### config.mk
export PLATFORM = sky130hd
export DESIGN_NAME = magnitude
export DESIGN_NICKNAME = d
export VERILOG_FILES = /design/src/rtl/magnitude.sv
export SDC_FILE = /design/constraint.sdc
export NUM_CORES = 2
export LEC_CHECK = 0
export CAP_MARGIN = 15
export CORE_MARGIN = 3
export CORE_UTILIZATION = 30
export DETAILED_ROUTE_END_ITERATION = 10
export REMOVE_ABC_BUFFERS = 1
export SLEW_MARGIN = 30
export SYNTH_ARGS = -nofsm -noshare
export SYNTH_HDL_FRONTEND = slang
export SYNTH_SLANG_ARGS = --single-unit
### constraint.sdc
create_clock -name clk -period 21.1 [get_ports clk]
set_clock_uncertainty 0.1 [all_clocks]
set_input_delay 4.22 -clock clk [delete_from_list [all_inputs] [get_ports clk]]
set_output_delay 4.22 -clock clk [all_outputs]
set_load 0.02 [all_outputs]
### src/rtl/magnitude.sv
// Pipelined unsigned vector magnitude, data_out = sqrt(data_in_1^2 + data_in_2^2).
// Build option MAGNITUDE_ROUND_EN: round the root to nearest (saturating) instead of truncating.
module magnitude #(
   parameter int SQUARE_ROOT_BITS = 13,
   parameter int DATA_IN_BITS     = 16,
   localparam int SQUARE_SUM_OUT_BITS = 2 * DATA_IN_BITS + 1,
   localparam int DATA_OUT_BITS       = DATA_IN_BITS + 1
) (
   input  logic                     clk,
   input  logic                     rst,
   input  logic                     data_in_ready,
   input  logic [DATA_IN_BITS-1:0]  data_in_1,
   input  logic [DATA_IN_BITS-1:0]  data_in_2,
   output logic                     data_out_ready,
   output logic [DATA_OUT_BITS-1:0] data_out
);

   localparam int W         = 2 * SQUARE_ROOT_BITS;
   localparam int N         = SQUARE_ROOT_BITS;
   localparam int REM_BITS  = N + 3;
   localparam int MAX_HALF  = (SQUARE_SUM_OUT_BITS > W) ? (SQUARE_SUM_OUT_BITS - W + 1) / 2 : 0;
   localparam int HALF_BITS = (MAX_HALF > 0) ? $clog2(MAX_HALF + 1) : 1;

   logic [SQUARE_SUM_OUT_BITS-1:0] square_sum_out;
   logic                           square_sum_out_ready;
   logic [SQUARE_SUM_OUT_BITS-1:0] squareSum_d;

   // Index 0 holds the normalized operand; index j holds the state after j root iterations.
   logic [W-1:0]         operand_q    [N];
   logic [W-1:0]         operand_d    [N];
   logic [REM_BITS-1:0]  remainder_q  [N];
   logic [REM_BITS-1:0]  remainder_d  [N];
   logic [N-1:0]         partRoot_q   [N];
   logic [N-1:0]         partRoot_d   [N];
   logic [HALF_BITS-1:0] halfShift_q  [N];
   logic [HALF_BITS-1:0] halfShift_d  [N];
   logic                 stageValid_q [N];
   logic                 stageValid_d [N];

   logic [REM_BITS-1:0]      lastRemShift;
   logic [REM_BITS-1:0]      lastTrial;
   logic [N-1:0]             rootFloor;
   logic [N-1:0]             rootOut;
   logic [DATA_OUT_BITS-1:0] dataOut_q;
   logic [DATA_OUT_BITS-1:0] dataOut_d;
   logic                     dataOutReady_q;
`ifdef MAGNITUDE_ROUND_EN
   logic [REM_BITS-1:0]      lastRem;
`endif

   always_comb begin
      squareSum_d = SQUARE_SUM_OUT_BITS'(data_in_1) * SQUARE_SUM_OUT_BITS'(data_in_1)
                  + SQUARE_SUM_OUT_BITS'(data_in_2) * SQUARE_SUM_OUT_BITS'(data_in_2);
   end

   // Normalize by the smallest even shift that fits the root core, then one root bit per stage.
   always_comb begin
      logic [SQUARE_SUM_OUT_BITS-1:0] shifted;
      logic [REM_BITS-1:0]            remShift;
      logic [REM_BITS-1:0]            trial;
      shifted         = '0;
      remShift        = '0;
      trial           = '0;
      operand_d[0]    = '0;
      halfShift_d[0]  = '0;
      remainder_d[0]  = '0;
      partRoot_d[0]   = '0;
      stageValid_d[0] = square_sum_out_ready;
      for (int h = MAX_HALF; h >= 0; h--) begin
         shifted = square_sum_out >> (2 * h);
         if ((shifted >> W) == '0) begin
            operand_d[0]   = W'(shifted);
            halfShift_d[0] = HALF_BITS'(h);
         end
      end
      for (int j = 1; j < N; j++) begin
         remShift        = REM_BITS'({remainder_q[j-1], operand_q[j-1][W-1 -: 2]});
         trial           = REM_BITS'({partRoot_q[j-1], 2'b01});
         operand_d[j]    = operand_q[j-1] << 2;
         halfShift_d[j]  = halfShift_q[j-1];
         stageValid_d[j] = stageValid_q[j-1];
         if (remShift >= trial) begin
            remainder_d[j] = remShift - trial;
            partRoot_d[j]  = N'({partRoot_q[j-1], 1'b1});
         end else begin
            remainder_d[j] = remShift;
            partRoot_d[j]  = N'({partRoot_q[j-1], 1'b0});
         end
      end
   end

   // The last root iteration feeds the output register directly, together with the denormalizing shift.
   always_comb begin
      lastRemShift = REM_BITS'({remainder_q[N-1], operand_q[N-1][W-1 -: 2]});
      lastTrial    = REM_BITS'({partRoot_q[N-1], 2'b01});
      rootFloor    = N'({partRoot_q[N-1], (lastRemShift >= lastTrial)});
`ifdef MAGNITUDE_ROUND_EN
      lastRem = (lastRemShift >= lastTrial) ? (lastRemShift - lastTrial) : lastRemShift;
      rootOut = rootFloor;
      if ((lastRem > REM_BITS'(rootFloor)) && (rootFloor != '1)) begin
         rootOut = rootFloor + 1'b1;
      end
`else
      rootOut = rootFloor;
`endif
      dataOut_d = dataOut_q;
      if (stageValid_q[N-1]) begin
         dataOut_d = DATA_OUT_BITS'(rootOut) << halfShift_q[N-1];
      end
   end

   always_ff @(posedge clk) begin
      if (!rst) begin
         square_sum_out       <= '0;
         square_sum_out_ready <= 1'b0;
         for (int j = 0; j < N; j++) begin
            operand_q[j]    <= '0;
            remainder_q[j]  <= '0;
            partRoot_q[j]   <= '0;
            halfShift_q[j]  <= '0;
            stageValid_q[j] <= 1'b0;
         end
         dataOut_q      <= '0;
         dataOutReady_q <= 1'b0;
      end else begin
         square_sum_out_ready <= data_in_ready;
         if (data_in_ready) begin
            square_sum_out <= squareSum_d;
         end
         for (int j = 0; j < N; j++) begin
            operand_q[j]    <= operand_d[j];
            remainder_q[j]  <= remainder_d[j];
            partRoot_q[j]   <= partRoot_d[j];
            halfShift_q[j]  <= halfShift_d[j];
            stageValid_q[j] <= stageValid_d[j];
         end
         dataOut_q      <= dataOut_d;
         dataOutReady_q <= stageValid_q[N-1];
      end
   end

   assign data_out       = dataOut_q;
   assign data_out_ready = dataOutReady_q;

endmodule

==> After elaboration in Yosys (flattened, before gate mapping) <==
Memory sizes are Yosys's and may differ from the RTL's.
Cells that the tools add are included.
{ "word_totals": {"output_inout_bits": 18, "regBits": 52, "input_bits": 35, "wordCells": 206, "romBits": 0, "latchBits": 0, "mem_bits_rw": 767, "memories": 5} }
{ "memory_table": {"columns": ["memory", "words", "word_bits", "read_ports", "rd_ports_with_merged_regs", "write_ports", "line_no", "rtl"], "rows": [
  ["operand_q", 13, 26, 13, 0, 13, "29", "logic [W-1:0] operand_q [N];"],
  ["remainder_q", 13, 16, 13, 0, 13, "31", "logic [REM_BITS-1:0] remainder_q [N];"],
  ["partRoot_q", 13, 13, 13, 0, 13, "33", "logic [N-1:0] partRoot_q [N];"],
  ["halfShift_q", 13, 3, 13, 0, 13, "35", "logic [HALF_BITS-1:0] halfShift_q [N];"],
  ["stageValid_q", 13, 1, 13, 0, 13, "37", "logic stageValid_q [N];"]
]} }
{ "op_classes": {"muxes": 99, "div": 0, "shift": 1, "multipliers": 2, "bitwise": 65, "n_addsub": 13, "reduce_logical": 4, "n_eq_ne": 0, "magnitude_cmp": 13} }
{ "ops": {"columns": ["op", "n"], "rows": [
  ["$mux 26", 17],
  ["$mux 16", 25],
  ["$ge 16x15->1", 13],
  ["$sub 16x15->16", 12],
  ["$mux 13", 13],
  ["$logic_not 33->1", 4],
  ["$or 1x1->1", 65],
  ["$mul 16x16->32", 2],
  ["$mux 3", 17],
  ["$add 32x32->33", 1],
  ["$mux 1", 27],
  ["$shl 13x3->17", 1]
]} }

==> Logic depth before layout (Yosys ltp) <==
{ "logic_depth": {"ltp_word": 6, "depth_mapped": 29, "ltp_nobuf": 27} }

==> Worst setup path before layout <==
No wires, ideal clock.
{ "synth_timing": {"path_kind": "input -> register", "startpoint": "in data_in_2[4]", "endpoint": "reg square_sum_out[27]", "path_stages": 24, "n_path_buf": 3, "required_ns": 20.883, "setup_time_ns": 0.117, "arrival_ns": 10.870, "slack_ns": 10.012, "path_cell_list": "clkbuf_1 > clkbuf_1 > nand2_1 > fa_1 > inv_1 > fa_1 > fa_1 > fa_1 > fa_1 > fa_1 > fa_1 > inv_1 > fa_1 > inv_1 > ha_1 > buf_6 > a21o_1 > a31oi_2 > o21ai_0 > and2_1 > o311ai_2 > a211oi_1 > or3_1 > a32o_1"} }
{ "synth_via": {"elab_chain_cells": 2} }
{ "synth_rtl": {"columns": ["element", "line_no", "rtl"], "rows": [
  ["start, declared", "13", "input logic [DATA_IN_BITS-1:0] data_in_2,"],
  ["$mul 16x16->32", "53", "+ SQUARE_SUM_OUT_BITS'(data_in_2) * SQUARE_SUM_OUT_BITS'(data_in_2);"],
  ["$add 32x32->33", "53", null],
  ["end signal, assigned", "128", "square_sum_out <= squareSum_d;"],
  ["end, declared", "24", "logic [SQUARE_SUM_OUT_BITS-1:0] square_sum_out;"]
]} }
No other way between the ends.
A chain may end at the register's enable or synchronous reset.

==> Worst setup path in the final report <==
{ "layout_timing": {"startpoint": "in data_in_1[8]", "endpoint": "reg square_sum_out[29]"} }
{ "layout_via": {"elab_chain_cells": 2} }
{ "layout_rtl": {"columns": ["element", "line_no", "rtl"], "rows": [
  ["start, declared", "12", "input logic [DATA_IN_BITS-1:0] data_in_1,"],
  ["$mul 16x16->32", "52", "squareSum_d = SQUARE_SUM_OUT_BITS'(data_in_1) * SQUARE_SUM_OUT_BITS'(data_in_1)"],
  ["$add 32x32->33", "53", null]
]} }
No other way between the ends.

==> flow_summary.toml <==
[global_route]
grt_use_met2_pct = 21.02
grt_pass1_wl_mm = 127.8
track_usage_pct = 12.28
antenna_found_initial = 0
grt.overflow.total = 0
use_met1_pct = 15.61
grt_pass1_vias = 25213
grt_max_degree = 122
grt.met3_usage_pct = 1.699
grt.busiest_layer = "met2"

[final_layout]
drive_gt1_share_pct = 3.700
nNetsFinal = 4601
syn2layout_area_growth_pct = 10.64
fill_cells = 12296
final_cells = 5519
multi_input_area_um2 = 22780
register_area_um2 = 10370
n_antenna_cell = 0

[critical_path]
crit_path_start = "data_in_1[8]"
arrival_ns = 12.09
crit_path_max_fanout = 13
cp.required_ns = 21.49
ff2ff_setup_slack_ns = 17.63
cp-start-kind = "input port"
end_kind = "flop"
reg2reg_from = "square_sum_out[30]"
path_class = "input port to flop"

[placement]
hpwl_mm = 59.64
place_congestion = 0.8778
port_buffers = 52
dp.cells = 5421

[sta]
maxSlewViolCount = 0
fin_setup_tns_ns = 0
rsz0062_at_grt = "false"
setup_viol = 0
max_slew_margin_pct = 36.06
tightestPinTransition_ns = 0.9568
period_needed_ns = 11.70
hold_viol_final = 0
max_freq_mhz = 85.46
finalCritPeriodShare_pct = 55.46

[clock_tree]
clkLatencyLatePin_ns = 0.61
clock_sinks = 518
cts_setup_buffers = 0
cts_tree = "built"
h-tree-depth = 2
cts.clk_slew.worst_paths_ns = 0.06
cts_hold_buf = 0
cts_made_buffers = 54
cts_resized = 0
cts_root_buffer = "clkbuf_16"
clock_path_buffers = 3

[synth]
synth_enable_flop_cells = 0
syn_area_um2 = 36140
yosys_warnings = 0
async_reset_ff_share_pct = 0
synthCells = 3907
yosysSeqAreaShare_pct = 28.70
ys.flop_type = "dfxtp_1"
synth-seq-cells = 518
syn_area_per_cell_um2 = 9.249
synth_cell_types = 91

[run]
drv_cap = 0

[routing]
routed_wl_mm = 75.85
drtIter0Drc = 1299
wire_per_inst_um = 13.74
drtPass1Iterations = 7
num_vias = 24633
final_antenna_net_count = 0
drc_errors = 0
vias_per_cell = 4.463

[floorplan]
initial_core_util_pct = 30.40
die_width_um = 353.1
core_um2 = 118900
std_cell_rows = 126
dieHeight_um = 353.1
die_area_um2 = 124700
io_pins = 53

[hold_path]
min_path_type = "flop to flop"
worstHoldStart = "partRoot_q[0][54]"

[run_status]
status = "completed"
kinds of logic after synthesis:
| logic type | after synthesis | share of synthesized area (%) |
|---|---|---|
| AOI/OAI and AO/OA | 470 | 8.681 |
| xor gates and xnor gates | 120 | 2.908 |
| adders and majority gates | 689 | 31.88 |
| buffers and inverters | 788 | 8.275 |
| DFF | 518 | 28.70 |
| muxes | 96 | 2.732 |
| other | 1 | 0.01038 |
| and+or+nand+nor | 1225 | 16.82 |
stage by stage:
| step | setup slack, ns | area, µm² | utilization, % | hold WS [ns] |
|---|---|---|---|---|
| 6_report | 9.398 | 39980 | 33.64 | 0.3136 |
| 4_1_cts | 9.426 | 39980 | 33.63 | 0.3080 |
| 5_1_grt | 9.016 | 39980 | 33.64 | 0.3377 |
| 3_5_place_dp | 8.781 | 38160 | 32.11 | 0.3169 |
| 3_3_place_gp | 8.834 | 38160 | 32.10 | 0.3129 |
| 2_1_floorplan | 10.32 | 35540 | - | 0.3033 |
critical path, stage by stage:
cell and delay [ns]:
clkdlybuf4s50_1 0.89, inv_1 0.32, nor2_1 0.22, fa_1 0.48, fa_1 0.60, inv_1 0.07, fa_1 0.44, fa_1 0.54
inv_1 0.06, fa_1 0.44, fa_1 0.48, fa_1 0.49, inv_1 0.05, fa_1 0.48, inv_1 0.04, ha_1 0.38
a21o_1 0.21, a31oi_2 0.26, o21ai_0 0.12, and2_1 0.20, o311ai_2 0.39, a21oi_2 0.14, a211o_1 0.32, a32o_1 0.25
cell usage after synthesis (all sizes together) (32+ instances only):
cell type,n,area (µm²)
mux2i,93,930.9
a21oi,128,648.1
xnor2,94,823.3
nor3,51,255.2
and2,330,2064
ha,303,3791
clkbuf,133,499.2
inv,637,2391
nor2,362,1371
nand2,286,1074
o21ai,112,568.0
a21o,34,256.5
a311oi,32,280.3
fa,386,7727
dfxtp,518,10370
nor2b,34,212.7
worst paths after layout:
| check | endpoint | cells past startpoint |
|---|---|---|
| max | square_sum_out[29] | 24 |
| min | partRoot_q[0][68] | 2 |
| max reg2reg | operand_q[0][23] | 5 |
| min reg2reg | partRoot_q[0][68] | 2 |
cells in the final DEF, fill, tap and decap left out, types with 56 or more instances in the layout:
| master | instances |
|---|---|
| a21oi_1 | 126 |
| and2_1 | 329 |
| clkbuf_16 | 56 |
| dfxtp_1 | 517 |
| fa_1 | 386 |
| ha_1 | 303 |
| inv_1 | 637 |
| mux2i_1 | 93 |
| nand2_1 | 286 |
| nor2_1 | 359 |
| o21ai_0 | 105 |
| xnor2_1 | 94 |
layer usage:
metal	vias to the layer above	share of wire [%]	wire [µm]
li1	12324	-	-
met5	-	0	0
met1	11773	44	33690
met4	0	4.0	3049
met2	406	48	36330
met3	130	3.7	2774
flip-flops by register name, summed over array words and instances (netlist names):
name                  count
data_out_ready            1
square_sum_out           33
operand_q               182
halfShift_q              39
partRoot_q               78
data_out                 17
stageValid_q             13
remainder_q             154
square_sum_out_ready      1
area by class of cell:
| class | count | share of cell area [%] |
|---|---|---|
| clock buffer | 79 | 4.071 |
| clock inverter | 19 | 0.4757 |
| inverter | 638 | 6.008 |
| multi-input combinational | 2601 | 56.97 |
| sequential | 518 | 25.94 |
| tap | 1600 | 5.007 |
| timing repair buffer | 64 | 1.530 |
Power is not shown: default switching activity piles up to over one toggle a cycle in this logic, so the estimate is an artifact.
